[config.mk]
export PLATFORM = sky130hd
export DESIGN_NAME = av2_recon_frame_writer
export DESIGN_NICKNAME = d
export VERILOG_FILES = /design/src/rtl/av2_pkg.sv /design/src/rtl/av2_sync_fifo.sv /design/src/rtl/av2_recon_frame_writer.sv
export SDC_FILE = /design/constraint.sdc
export NUM_CORES = 1
export LEC_CHECK = 0
export CORE_ASPECT_RATIO = 0.7
export CORE_MARGIN = 2
export CORE_UTILIZATION = 25
export CTS_CLUSTER_DIAMETER = 200
export DETAILED_ROUTE_END_ITERATION = 8
export GPL_ROUTABILITY_DRIVEN = 0
export SLEW_MARGIN = 10
export SYNTH_ARGS = -nofsm -noshare
export SYNTH_HDL_FRONTEND = slang
export SYNTH_SLANG_ARGS = --single-unit
[constraint.sdc]
create_clock -name clk -period 16.6 [get_ports clk]
set_input_delay 4.98 -clock clk [delete_from_list [all_inputs] [get_ports clk]]
set_output_delay 4.98 -clock clk [all_outputs]
set_load 0.01 [all_outputs]
[src/rtl/av2_pkg.sv]
// Shared constants and writer FSM state type for the AV2 reconstruction frame writer.
// A reconstruction word is 16 pixels of 8 bits and covers 16 bytes of the frame buffer.
package av2_pkg;

    localparam int unsigned RECON_WORD_W     = 128;
    localparam int unsigned RECON_WORD_BYTES = 16;
    localparam int unsigned RECON_WORD_SHIFT = $clog2(RECON_WORD_BYTES);

    typedef enum logic [1:0] {
        IDLE = 2'd0,
        REQ  = 2'd1,
        DONE = 2'd2
    } wr_state_e;

endpackage

[src/rtl/av2_sync_fifo.sv]
// Single-clock FIFO with registered push/pop, power-of-two depth and an explicit
// occupancy count used to tell full from empty.
module av2_sync_fifo #(
    parameter int unsigned WIDTH = 8,
    parameter int unsigned DEPTH = 8
) (
    input  logic                       clk,
    input  logic                       rst_n,
    input  logic                       push,
    input  logic [WIDTH-1:0]           push_data,
    input  logic                       pop,
    output logic [WIDTH-1:0]           pop_data,
    output logic                       full,
    output logic                       empty,
    output logic [$clog2(DEPTH):0]     level
);

    localparam int unsigned PTR_W = $clog2(DEPTH);
    localparam int unsigned LVL_W = PTR_W + 1;

    logic [WIDTH-1:0] mem_q [DEPTH];
    logic [PTR_W-1:0] wr_ptr_q, wr_ptr_d;
    logic [PTR_W-1:0] rd_ptr_q, rd_ptr_d;
    logic [LVL_W-1:0] level_q, level_d;
    logic             wr_en;
    logic             rd_en;

    always_comb begin
        full  = (level_q == LVL_W'(DEPTH));
        empty = (level_q == '0);
        // A full FIFO still accepts a word when the head leaves in the same cycle.
        wr_en = push && (!full || pop);
        rd_en = pop && !empty;

        wr_ptr_d = wr_ptr_q;
        rd_ptr_d = rd_ptr_q;
        level_d  = level_q;
        if (wr_en) begin
            wr_ptr_d = wr_ptr_q + PTR_W'(1);
        end
        if (rd_en) begin
            rd_ptr_d = rd_ptr_q + PTR_W'(1);
        end
        case ({wr_en, rd_en})
            2'b10:   level_d = level_q + LVL_W'(1);
            2'b01:   level_d = level_q - LVL_W'(1);
            default: level_d = level_q;
        endcase
    end

    always_ff @(posedge clk or negedge rst_n) begin
        if (!rst_n) begin
            wr_ptr_q <= '0;
            rd_ptr_q <= '0;
            level_q  <= '0;
        end else begin
            wr_ptr_q <= wr_ptr_d;
            rd_ptr_q <= rd_ptr_d;
            level_q  <= level_d;
        end
    end

    always_ff @(posedge clk) begin
        if (wr_en) begin
            mem_q[wr_ptr_q] <= push_data;
        end
    end

    assign pop_data = mem_q[rd_ptr_q];
    assign level    = level_q;

endmodule

[src/rtl/av2_recon_frame_writer.sv]
// Buffers reconstruction words from the tile decoder and writes them to the frame
// buffer one request at a time, signalling flush_done once a finished tile has drained.
module av2_recon_frame_writer
    import av2_pkg::*;
#(
    parameter int unsigned FIFO_DEPTH = 8,
    parameter int unsigned ADDR_W     = 32
) (
    input  logic                          clk,
    input  logic                          rst_n,
    input  logic [ADDR_W-1:0]             base_addr,
    input  logic [127:0]                  recon_data,
    input  logic [ADDR_W-1:0]             recon_addr,
    input  logic                          recon_wr_en,
    input  logic                          tile_done,
    output logic                          mem_req,
    output logic [ADDR_W-1:0]             mem_addr,
    output logic [127:0]                  mem_wdata,
    input  logic                          mem_gnt,
    output logic [$clog2(FIFO_DEPTH):0]   fifo_level,
    output logic                          overflow,
    output logic                          flush_done
);

    localparam int unsigned LVL_W   = $clog2(FIFO_DEPTH) + 1;
    localparam int unsigned ENTRY_W = ADDR_W + RECON_WORD_W;

    wr_state_e          state_q, state_d;
    logic               flush_pend_q, flush_pend_d;
    logic               overflow_q, overflow_d;

    logic [ENTRY_W-1:0]      head;
    logic [ADDR_W-1:0]       head_addr;
    logic [RECON_WORD_W-1:0] head_data;
    logic                    fifo_full;
    logic                    fifo_empty;
    logic                    pop;

    av2_sync_fifo #(
        .WIDTH (ENTRY_W),
        .DEPTH (FIFO_DEPTH)
    ) u_fifo (
        .clk       (clk),
        .rst_n     (rst_n),
        .push      (recon_wr_en),
        .push_data ({recon_addr, recon_data}),
        .pop       (pop),
        .pop_data  (head),
        .full      (fifo_full),
        .empty     (fifo_empty),
        .level     (fifo_level)
    );

    assign head_addr = head[ENTRY_W-1 -: ADDR_W];
    assign head_data = head[RECON_WORD_W-1:0];

    always_comb begin
        state_d      = state_q;
        flush_pend_d = flush_pend_q | tile_done;
        overflow_d   = overflow_q | (recon_wr_en && fifo_full && !pop);
        pop          = 1'b0;
        mem_req      = 1'b0;
        mem_addr     = '0;
        mem_wdata    = '0;
        flush_done   = 1'b0;

        case (state_q)
            IDLE: begin
                if (!fifo_empty) begin
                    state_d = REQ;
                end else if (flush_pend_q) begin
                    state_d = DONE;
                end
            end
            REQ: begin
                mem_req   = 1'b1;
                mem_addr  = base_addr + (head_addr << RECON_WORD_SHIFT);
                mem_wdata = head_data;
                if (mem_gnt) begin
                    pop = 1'b1;
                    // A word pushed this cycle keeps the request stream going.
                    if ((fifo_level > LVL_W'(1)) || recon_wr_en) begin
                        state_d = REQ;
                    end else begin
                        state_d = IDLE;
                    end
                end
            end
            DONE: begin
                flush_done   = 1'b1;
                flush_pend_d = tile_done;
                state_d      = IDLE;
            end
            default: state_d = IDLE;
        endcase
    end

    always_ff @(posedge clk or negedge rst_n) begin
        if (!rst_n) begin
            state_q      <= IDLE;
            flush_pend_q <= 1'b0;
            overflow_q   <= 1'b0;
        end else begin
            state_q      <= state_d;
            flush_pend_q <= flush_pend_d;
            overflow_q   <= overflow_d;
        end
    end

    assign overflow = overflow_q;

endmodule

==> results by group <==
Timing
  • Fmax: ~0.076 GHz
  • Fin crit share: 79.7%
  • RSZ-0062 raised after global routing: false
  • Clk_skew: 0.0412 ns
  • Total Negative Setup Slacks: 0 ns
  • Final Slew Violations: 0
  • Worst Hold Slack: 0.463 ns
  • Final Hold Viols: 0
  • Crit path time final: 13.23 ns
  • Final setup fails: 0
  • Worst-margin pin slew: 1.30 ns
  • Relative slew slack: 13.3%

Setup path
  • Critical Path Most Common Cell: clkdlybuf4s50_1
  • Buf+Inv Stages, Crit Path: 2
  • Critical path data arrival time: 8.25 ns
  • Crit Path Class: in -> out
  • Critical Path RT: 11.62 ns
  • CP Cell Sequence: clkdlybuf4s50_1 -> ha_1 -> fa_1 -> a21o_1 -> a221o_1 -> a211oi_2 -> nor4_1 -> o21a_1 -> nor3_1 -> clkdlybuf4s50_1
  • CP max stage cell: clkdlybuf4s50_1
  • Delay-heaviest family, CP: compound AO/OA/AOI/OAI gates
  • Worst path max stage delay: 0.58 ns
  • Maximum fanout along the worst path: 4
  • Startpoint types: input port
  • Critical Path End Type: primary output

Hold path
  • HP Class: reg -> reg

Route
  • Total iterations of the first detailed-routing run: 4
  • Avg Vias per Cell: 4.35
  • Top layer in use: met5
  • Wl on met1: 54,400 um
  • Vias: approximately 23,000
  • Final WL: ~120,000 um
  • Post-route ant nets: 0
  • Detailed-route DRC error count: 0
  • Wire per inst: 21.7 um
  • Metal3 WL: 6570 um
  • Routed length on met2: ~54,000 um
  • Detailed Route Iter0 Violations: 1,643

Clock tree
  • H-tree depth: 3
  • Post-CTS Resized: 0
  • Clock Path Buffers: 3
  • # hold bufs at CTS: 0
  • CTS buffer count: around 120
  • Postcts setup bufs: 0
  • Clock Tree Root: clkbuf_16
  • Worst-path clk slew: 0.06 ns
  • Clk Latency, worst-skew pair: 0.74 ns
  • Clock sinks: 1,262
  • CTS tree: done

Floorplanning
  • Die W: 535 um
  • Die H: 376 um
  • Initial Util: 25.1%
  • Core Area: 196,000 sq um
  • Rows: 136
  • Die area: 201,000 sq um
  • Ports: approximately 360

Logic synthesis
  • Yosys top cell area share: 75.9%
  • Post-Syn Area: 49,400 sq um
  • Post-synth EDFFs: 1,248
  • Async set or reset register ratio after synthesis: 1.11%
  • Largest area contributor in the netlist: edfxtp_1
  • Ys Warns: 0
  • Avg Cell Area, Syn: 21.9 sq um
  • Synth top area cells: edfxtp_1 (76%), mux4_2 (14%), mux2i_1 (2.7%), nor2_1 (1.2%), ha_1 (0.86%)
  • Synthesized flop and latch total: 1,262
  • Syn nets: 2,484
  • Main synth FF type: edfxtp_1
  • Cells after synthesis: 2,252
  • Synth unique cells: 64
  • Register area share after synthesis: 76.6%

Cells and area
  • Final nets: 2,904
  • Fin area: 60,300 sq um
  • Layout cells sized above 1: between 20% and 30%
  • Area grow syn2layout: 22.1%
  • Filler Cells Inserted: ~19,000
  • Fin util: 30.7%

Pwr
  • Worst IR Drop VDD: 0.000124 V
  • P_leak: 19.1 nW
  • Pwr per Cell Area: ~190 nW/um^2
  • Overall power: roughly 11 mW

GRT
  • Total grt overflow: 0
  • Pin count of the biggest net entering global routing: 119
  • Total track usage: 11.4%
  • Initial antenna violation count: 24
  • Global-route wire length before repair: 169,000 um
  • Vias in the first global route: approximately 24,000

Job
  • Max cap viols: 0

Placement
  • # port buffers: 359
  • DPL Wire Length: 66,000 um
  • Post-DP Area: 56,300 sq um

Run status
  • Status: completed
## synth_stat cells, types with 2 or more instances
master	instances
a211oi_1	2
a21o_1	10
a21oi_1	27
a21oi_2	2
a221o_1	2
a31oi_1	4
and2_1	6
and3_1	5
and4_1	2
buf_1	14
buf_2	35
clkbuf_1	58
dfrtp_1	14
edfxtp_1	1248
ha_1	34
inv_1	10
inv_2	2
mux2_2	28
mux2i_1	135
mux4_2	312
nand2_1	29
nand2b_1	9
nand3_1	5
nand4_1	6
nor2_1	153
nor2b_1	2
nor3_1	17
nor3_2	2
nor4_1	2
o211ai_2	2
o21a_1	11
o21ai_0	9
o21bai_1	3
o31ai_1	2
or3_1	3
xnor2_1	12
xor2_1	8
## path summary, 6_finish.rpt
check / start / end / slack [ns] / depth (start not counted)
max: base_addr[4] / mem_addr[28] / 3.37 / 10
min: overflow$_DFF_PN0_ / overflow$_DFF_PN0_ / 0.46 / 1
max reg2reg: state_q[1]$_DFFE_PN0P_ / u_fifo.mem_q[6][73]$_DFFE_PP_ / 11.71 / 9
min reg2reg: overflow$_DFF_PN0_ / overflow$_DFF_PN0_ / 0.46 / 1
max in group asynchronous: rst_n / u_fifo.rd_ptr_q[0]$_DFFE_PN0P_ / 11.43 / 1
min in group asynchronous: rst_n / u_fifo.rd_ptr_q[1]$_DFFE_PN0P_ / 4.65 / 1
## routing by layer
metal | up-vias | track usage, %
li1 | 10200 | -
met1 | 12500 | 16.2
met2 | 589 | 17.7
met3 | 172 | 2.62
met4 | 28 | 2.81
met5 | - | 0
## area by class of cell
cell class | instances | area (sq um) | share of cell area [%]
inverters | 12 | 45.0 | 0.0747
clock inverters | 74 | 787 | 1.30
multi-input cells | 870 | 11100 | 18.5
well taps | 2622 | 3280 | 5.44
repair buffers | 405 | 4030 | 6.68
diodes | 5 | 12.5 | 0.0207
clock buffers | 150 | 3200 | 5.30
flip-flops and latches | 1262 | 37800 | 62.7
## worst register-to-register path, delay by kind of cell, from the launching register on
family / cells / cell delay (ns)
buf+inv: 3 / 1.68
simple gates: 6 / 2.32
flops: 1 / 0.40
## report_power, final
group	total (mW)	internal, mW	switching [mW]
clock	2.75	1.55	1.20
combinational	4.27	2.06	2.21
sequential	4.16	3.99	0.172
## sequential cells by signal, summed over array words and instances, names as in the netlist
signal	cells
u_fifo.wr_ptr_q	3
overflow	1
flush_pend_q	1
u_fifo.level	4
state_q	2
u_fifo.rd_ptr_q	3
u_fifo.mem_q	1248
## kinds of logic (layout without fill, tap and decap cells)
logic type	count (synthesis)	after routing	synth area share [%]
AOI/OAI and AO/OA	90	90	1.28
xor gates and xnor gates	20	20	0.355
adders and majority gates	35	35	0.902
buffers and inverters	120	641	1.00
DFF	1262	1262	76.6
muxes	475	475	17.6
other	0	5	0
and+or+nand+nor	250	250	2.26
## stage by stage
stage	setup WS (ns)	instances
4_1_cts	3.38	5394
6_report	3.37	5400
3_3_place_gp	3.41	5170
5_1_grt	3.25	5398
3_5_place_dp	3.39	5170
2_1_floorplan	-0.396	2252
## cell usage in the layout (no fill, tap or decap), drive strengths merged, types with 19 or more instances in the layout
cell type         n
clkbuf          150
nor2            153
buf              46
nand2            30
mux2             28
clkdlybuf4s50   359
edfxtp         1248
nor3             19
clkinv           53
a21oi            29
mux2i           135
mux4            312
ha               34
Note: power is estimated with default switching activity, not from simulation.
==> edit 1: new RTL, same settings <==
The package constant `RECON_WORD_BYTES` goes from 16 to 32.
--- a/src/rtl/av2_pkg.sv
+++ b/src/rtl/av2_pkg.sv
@@ -4,5 +4,5 @@
 
     localparam int unsigned RECON_WORD_W     = 128;
-    localparam int unsigned RECON_WORD_BYTES = 16;
+    localparam int unsigned RECON_WORD_BYTES = 32;
     localparam int unsigned RECON_WORD_SHIFT = $clog2(RECON_WORD_BYTES);
 
Function: changed (a bounded check fails within 4 cycles, from zero or initial values and one cycle with rst_n low).
==> edit 1 against the original RTL <==
  * Sequential cell count decreased by 8
  * Synthesized area decreased by 0.44%
  * Wire length decreased by 3.9%
  * Setup slack got worse by 0.33 ns
  * Final area decreased by 0.13%
  * Synthesized cell count increased by 0.49%
  * Power decreased by 0.72%
  * Critical path type unchanged
==> edit 1: results (changes against the original RTL) <==
timing:
  hold_slack_ns: 0.459  # was 0.463 ns
  worst_pin_slew_ns: 1.12  # was 1.30 ns
  skew_ns: 0.0607  # was 0.0412 ns
  setup_slack_ns: 3.04  # was 3.37 ns
  maxSlewViolCount: 0  # unchanged
cts:
  clock_path_buffers: 4  # was 3
  clock-root-buffer: "clkbuf_16"  # unchanged
  cts_setup_buffers: 0  # unchanged
  numCtsBuffers: 139  # was 121
  clk_pin_slew_ns: 0.06  # about the same
  cts_max_level: 4  # was 3
  cts_resized: 0  # unchanged
  clk_latency_ns: 0.78  # was 0.74 ns
worst_hold_path:
  worstHoldPathType: "reg2reg"  # unchanged
logic_synthesis:
  syn_nets: 2493  # was 2484
  async_flop_share: 0.0112  # was 0.0111
  yosys-top-cells-count: "edfxtp_1 (1240), mux4_2 (310), nor2_1 (159)"  # was edfxtp_1 (1248), mux4_2 (312), nor2_1 (153)
  yosys-top-cells-area: "edfxtp_1 (76%), mux4_2 (14%), mux2i_1 (2.7%), nor2_1 (1.2%), ha_1 (0.81%)"  # was edfxtp_1 (76%), mux4_2 (14%), mux2i_1 (2.7%), nor2_1 (1.2%), ha_1 (0.86%)
  synth_edf_count: 1240  # was 1248
  synth_cell_types: 62  # was 64
  yosysWarnings: 0  # unchanged
  ys_seq_area_frac: 0.764  # was 0.766
layout:
  drive_gt1_frac: 0.213  # was 0.214
  layout.nets: 2928  # was 2904
  regMostFlops: "u_fifo.mem_q"  # unchanged
  largest_register_ffs: 1240  # was 1248
grt:
  grt_max_degree: 89  # was 119
  grt_pass1_wl_um: 165000  # was 169000 um
  antenna_found_initial: 17  # was 24
  grt_use_total: 0.110  # was 0.114
critical_path:
  slowest_stage: "clkdlybuf4s50_1"  # unchanged
  cp.arrival_ns: 8.58  # was 8.25 ns
  cpPeakStageDelay_ns: 0.60  # was 0.58 ns
  r2r_setup_slack_ns: 11.79  # was 11.71 ns
  worstPathMaxFanout: 6  # was 4
status:
  status: "completed"  # unchanged
pwr:
  power_uw: 11100  # was 11200 uW
  switching_power_uw: 3490  # was 3580 uW
  ir_drop_mv: 0.123  # was 0.124 mV
  clk-power_uw: 2880  # was 2750 uW
  seq_cell_power_uw: 4060  # was 4160 uW
  p_leak_uw: 0.0192  # was 0.0191 uW
drt:
  finalWirelength_um: 113000  # was 117000 um
  via_count: 23758  # was 23495
  drt_iter0_markers: 1960  # was 1643
  dr.pass1.iters: 5  # was 4
placed_design:
  port_buffers: 358  # was 359
  dp_slack_ns: 3.11  # was 3.39 ns
  hpwl_um: 61700  # was 66000 um
edit 1: changes by cell type after synthesis, moves of 3 or more:
cell / change
clkbuf_1: +4
nor2_1: +6
a31oi_1: -3
inv_1: +4
a21oi_1: +6
nand2_1: +5
edfxtp_1: -8
xnor2_1: -3
edit 1: worst paths after layout:
path,end,from,cells past startpoint
min reg2reg,overflow,overflow,1
max in group asynchronous,u_fifo.rd_ptr_q[1],rst_n,1
max reg2reg,u_fifo.mem_q[6][53],state_q[1],10
min in group asynchronous,u_fifo.level[2],rst_n,1
min,overflow,overflow,1
max,mem_addr[29],base_addr[5],10
edit 1: final cells by class:
type	instances	area [um^2]
multi-input combinational	881	11100
clock buffer	168	3620
clock inverter	67	559
antenna	8	20.0
timing repair buffer	407	3980
fill	18767	136000
sequential	1254	37600
inverter	15	56.3
tap	2622	3280
edit 1: per-layer routing:
layer,track usage,share of wire,up-vias
li1,-,-,10305
met1,0.158,0.47,12615
met2,0.162,0.45,637
met3,0.0307,0.065,175
met4,0.0272,0.019,26
met5,0,0.0014,-
edit 1: per-stage QoR:
step	cell area [um^2]	std cells
after floorplan	49200	2263
final	60200	5422
after global routing	60200	5417
after detailed placement	56000	5179
after global placement	56000	5179
after CTS	60200	5414
edit 1: logic make-up (layout without fill, tap and decap cells):
| family | after synthesis | after routing | share of synthesized area |
|---|---|---|---|
| buffers and inverters | 128 | 657 | 0.0107 |
| and+or+nand+nor | 259 | 259 | 0.0231 |
| adders and majority gates | 33 | 33 | 0.00855 |
| other | 0 | 8 | 0 |
| AOI/OAI and AO/OA | 100 | 100 | 0.0146 |
| xor gates and xnor gates | 19 | 19 | 0.00338 |
| muxes | 470 | 470 | 0.175 |
| DFF | 1254 | 1254 | 0.764 |
==> edit 2: new RTL, same flow settings <==
Made on the original files. Register the output `fifo_level`; this adds one clock of latency there. The other outputs are not delayed to match.
--- a/src/rtl/av2_recon_frame_writer.sv
+++ b/src/rtl/av2_recon_frame_writer.sv
@@ -26,4 +26,6 @@
     localparam int unsigned ENTRY_W = ADDR_W + RECON_WORD_W;
 
+    logic [$clog2(FIFO_DEPTH):0] fifo_level_d;
+
     wr_state_e          state_q, state_d;
     logic               flush_pend_q, flush_pend_d;
@@ -49,5 +51,5 @@
         .full      (fifo_full),
         .empty     (fifo_empty),
-        .level     (fifo_level)
+        .level     (fifo_level_d)
     );
 
@@ -80,5 +82,5 @@
                     pop = 1'b1;
                     // A word pushed this cycle keeps the request stream going.
-                    if ((fifo_level > LVL_W'(1)) || recon_wr_en) begin
+                    if ((fifo_level_d > LVL_W'(1)) || recon_wr_en) begin
                         state_d = REQ;
                     end else begin
@@ -110,4 +112,8 @@
     assign overflow = overflow_q;
 
+    always_ff @(posedge clk) begin
+        fifo_level <= fifo_level_d;
+    end
+
 endmodule
 
Check against the original RTL: not equivalent (a bounded check fails within 4 cycles, from zero or initial values and one cycle with rst_n low).
==> edit 2 against the original RTL <==
  * Sequential cell count up 4
  * Setup slack worse by 0.36 ns
  * Power down 0.49%
  * Wire length up 0.22%
  * Synthesized cell count up 2.0%
  * Synthesized area up 0.36%
  * Final area about the same
  * Critical endpoint is now mem_addr[29]
  * Largest cell class unchanged
==> edit 2: results (changes against the original RTL) <==
grt:
  grtUsageMet2: 0.173  # was 0.177
  grt.met3_usage: 0.0272  # was 0.0262
  antenna_found_initial: 23  # was 24
  grt_use_total: 0.113  # was 0.114
  met1_usage: 0.162  # about the same
  grt_max_degree: 96  # was 119
placed_design:
  dp_slack_ns: 2.99  # was 3.39 ns
  hpwl_um: 68700  # was 66000 um
logic_synthesis:
  synthesis.instances: 2296  # was 2252
  synth_mux_area_frac: 0.175  # was 0.176
  synth_compound_area_frac: 0.0137  # was 0.0128
  syn_nets: 2528  # was 2484
  yosys-top-cells-count: "edfxtp_1 (1248), mux4_2 (312), nor2_1 (166)"  # was edfxtp_1 (1248), mux4_2 (312), nor2_1 (153)
  synthAdderAreaFrac: 0.00899  # was 0.00902
  ys_seq_area_frac: 0.765  # was 0.766
critical_path:
  slowest_stage: "a2111oi_0"  # was clkdlybuf4s50_1
  worstPathMaxFanout: 5  # was 4
  endpoint: "mem_addr[29]"  # was mem_addr[28]
  cpPeakStageDelay_ns: 0.68  # was 0.58 ns
  reg2reg_depth: 10  # was 9
cts:
  numCtsBuffers: 119  # was 121
layout:
  seq_area_mm2: 0.0379  # was 0.0378 mm^2
  buffer_area_frac: 0.0662  # was 0.0668
  layout.nets: 2948  # was 2904
  nNonClkBuffers: 410  # was 405
  diodes: 4  # was 5
  clock_area_frac: 0.0635  # was 0.0660
  nFillCells: 19041  # was 18886
  seq_cells: 1266  # was 1262
  inv_count: 11  # was 12
pwr:
  clk-power_uw: 2660  # was 2750 uW
  ir_drop_mv: 0.137  # was 0.124 mV
  power_uw: 11100  # was 11200 uW
drt:
  vias_per_cell: 4.41  # was 4.35
  drt_iter0_markers: 1810  # was 1643
  met2_length_um: 53300  # was 53800 um
status:
  status: "completed"  # unchanged
timing:
  skew_ns: 0.0380  # was 0.0412 ns
  finalCritPeriodShare: 0.818  # was 0.797
==> edit 2: cell types whose count changed after synthesis, sizes merged, moves of 4 or more <==
cell    unedited run  this run
a21oi             29        34
clkbuf            59        34
nor2             153       166
buf               49        75
nand2             30        34
a21o              11         5
dfxtp              0         4
nand3              5        10
o21ai             10        33
==> edit 2: worst max-delay path, delay by kind of cell <==
family	cells	cell delay, ns
simple gates	3	0.95
compound gates	3	1.24
fa+ha+maj	1	0.37
buf+inv	2	1.05
==> edit 2: worst min path at each step <==
stage	startpoint	to	cells after the start
after global routing	u_fifo.level[3]	fifo_level[3]	0
after floorplan	u_fifo.level[3]	fifo_level[3]	0
after global placement	u_fifo.level[3]	fifo_level[3]	0
after CTS	u_fifo.level[3]	fifo_level[3]	0
after detailed placement	u_fifo.level[3]	fifo_level[3]	0
final	u_fifo.level[3]	fifo_level[3]	0
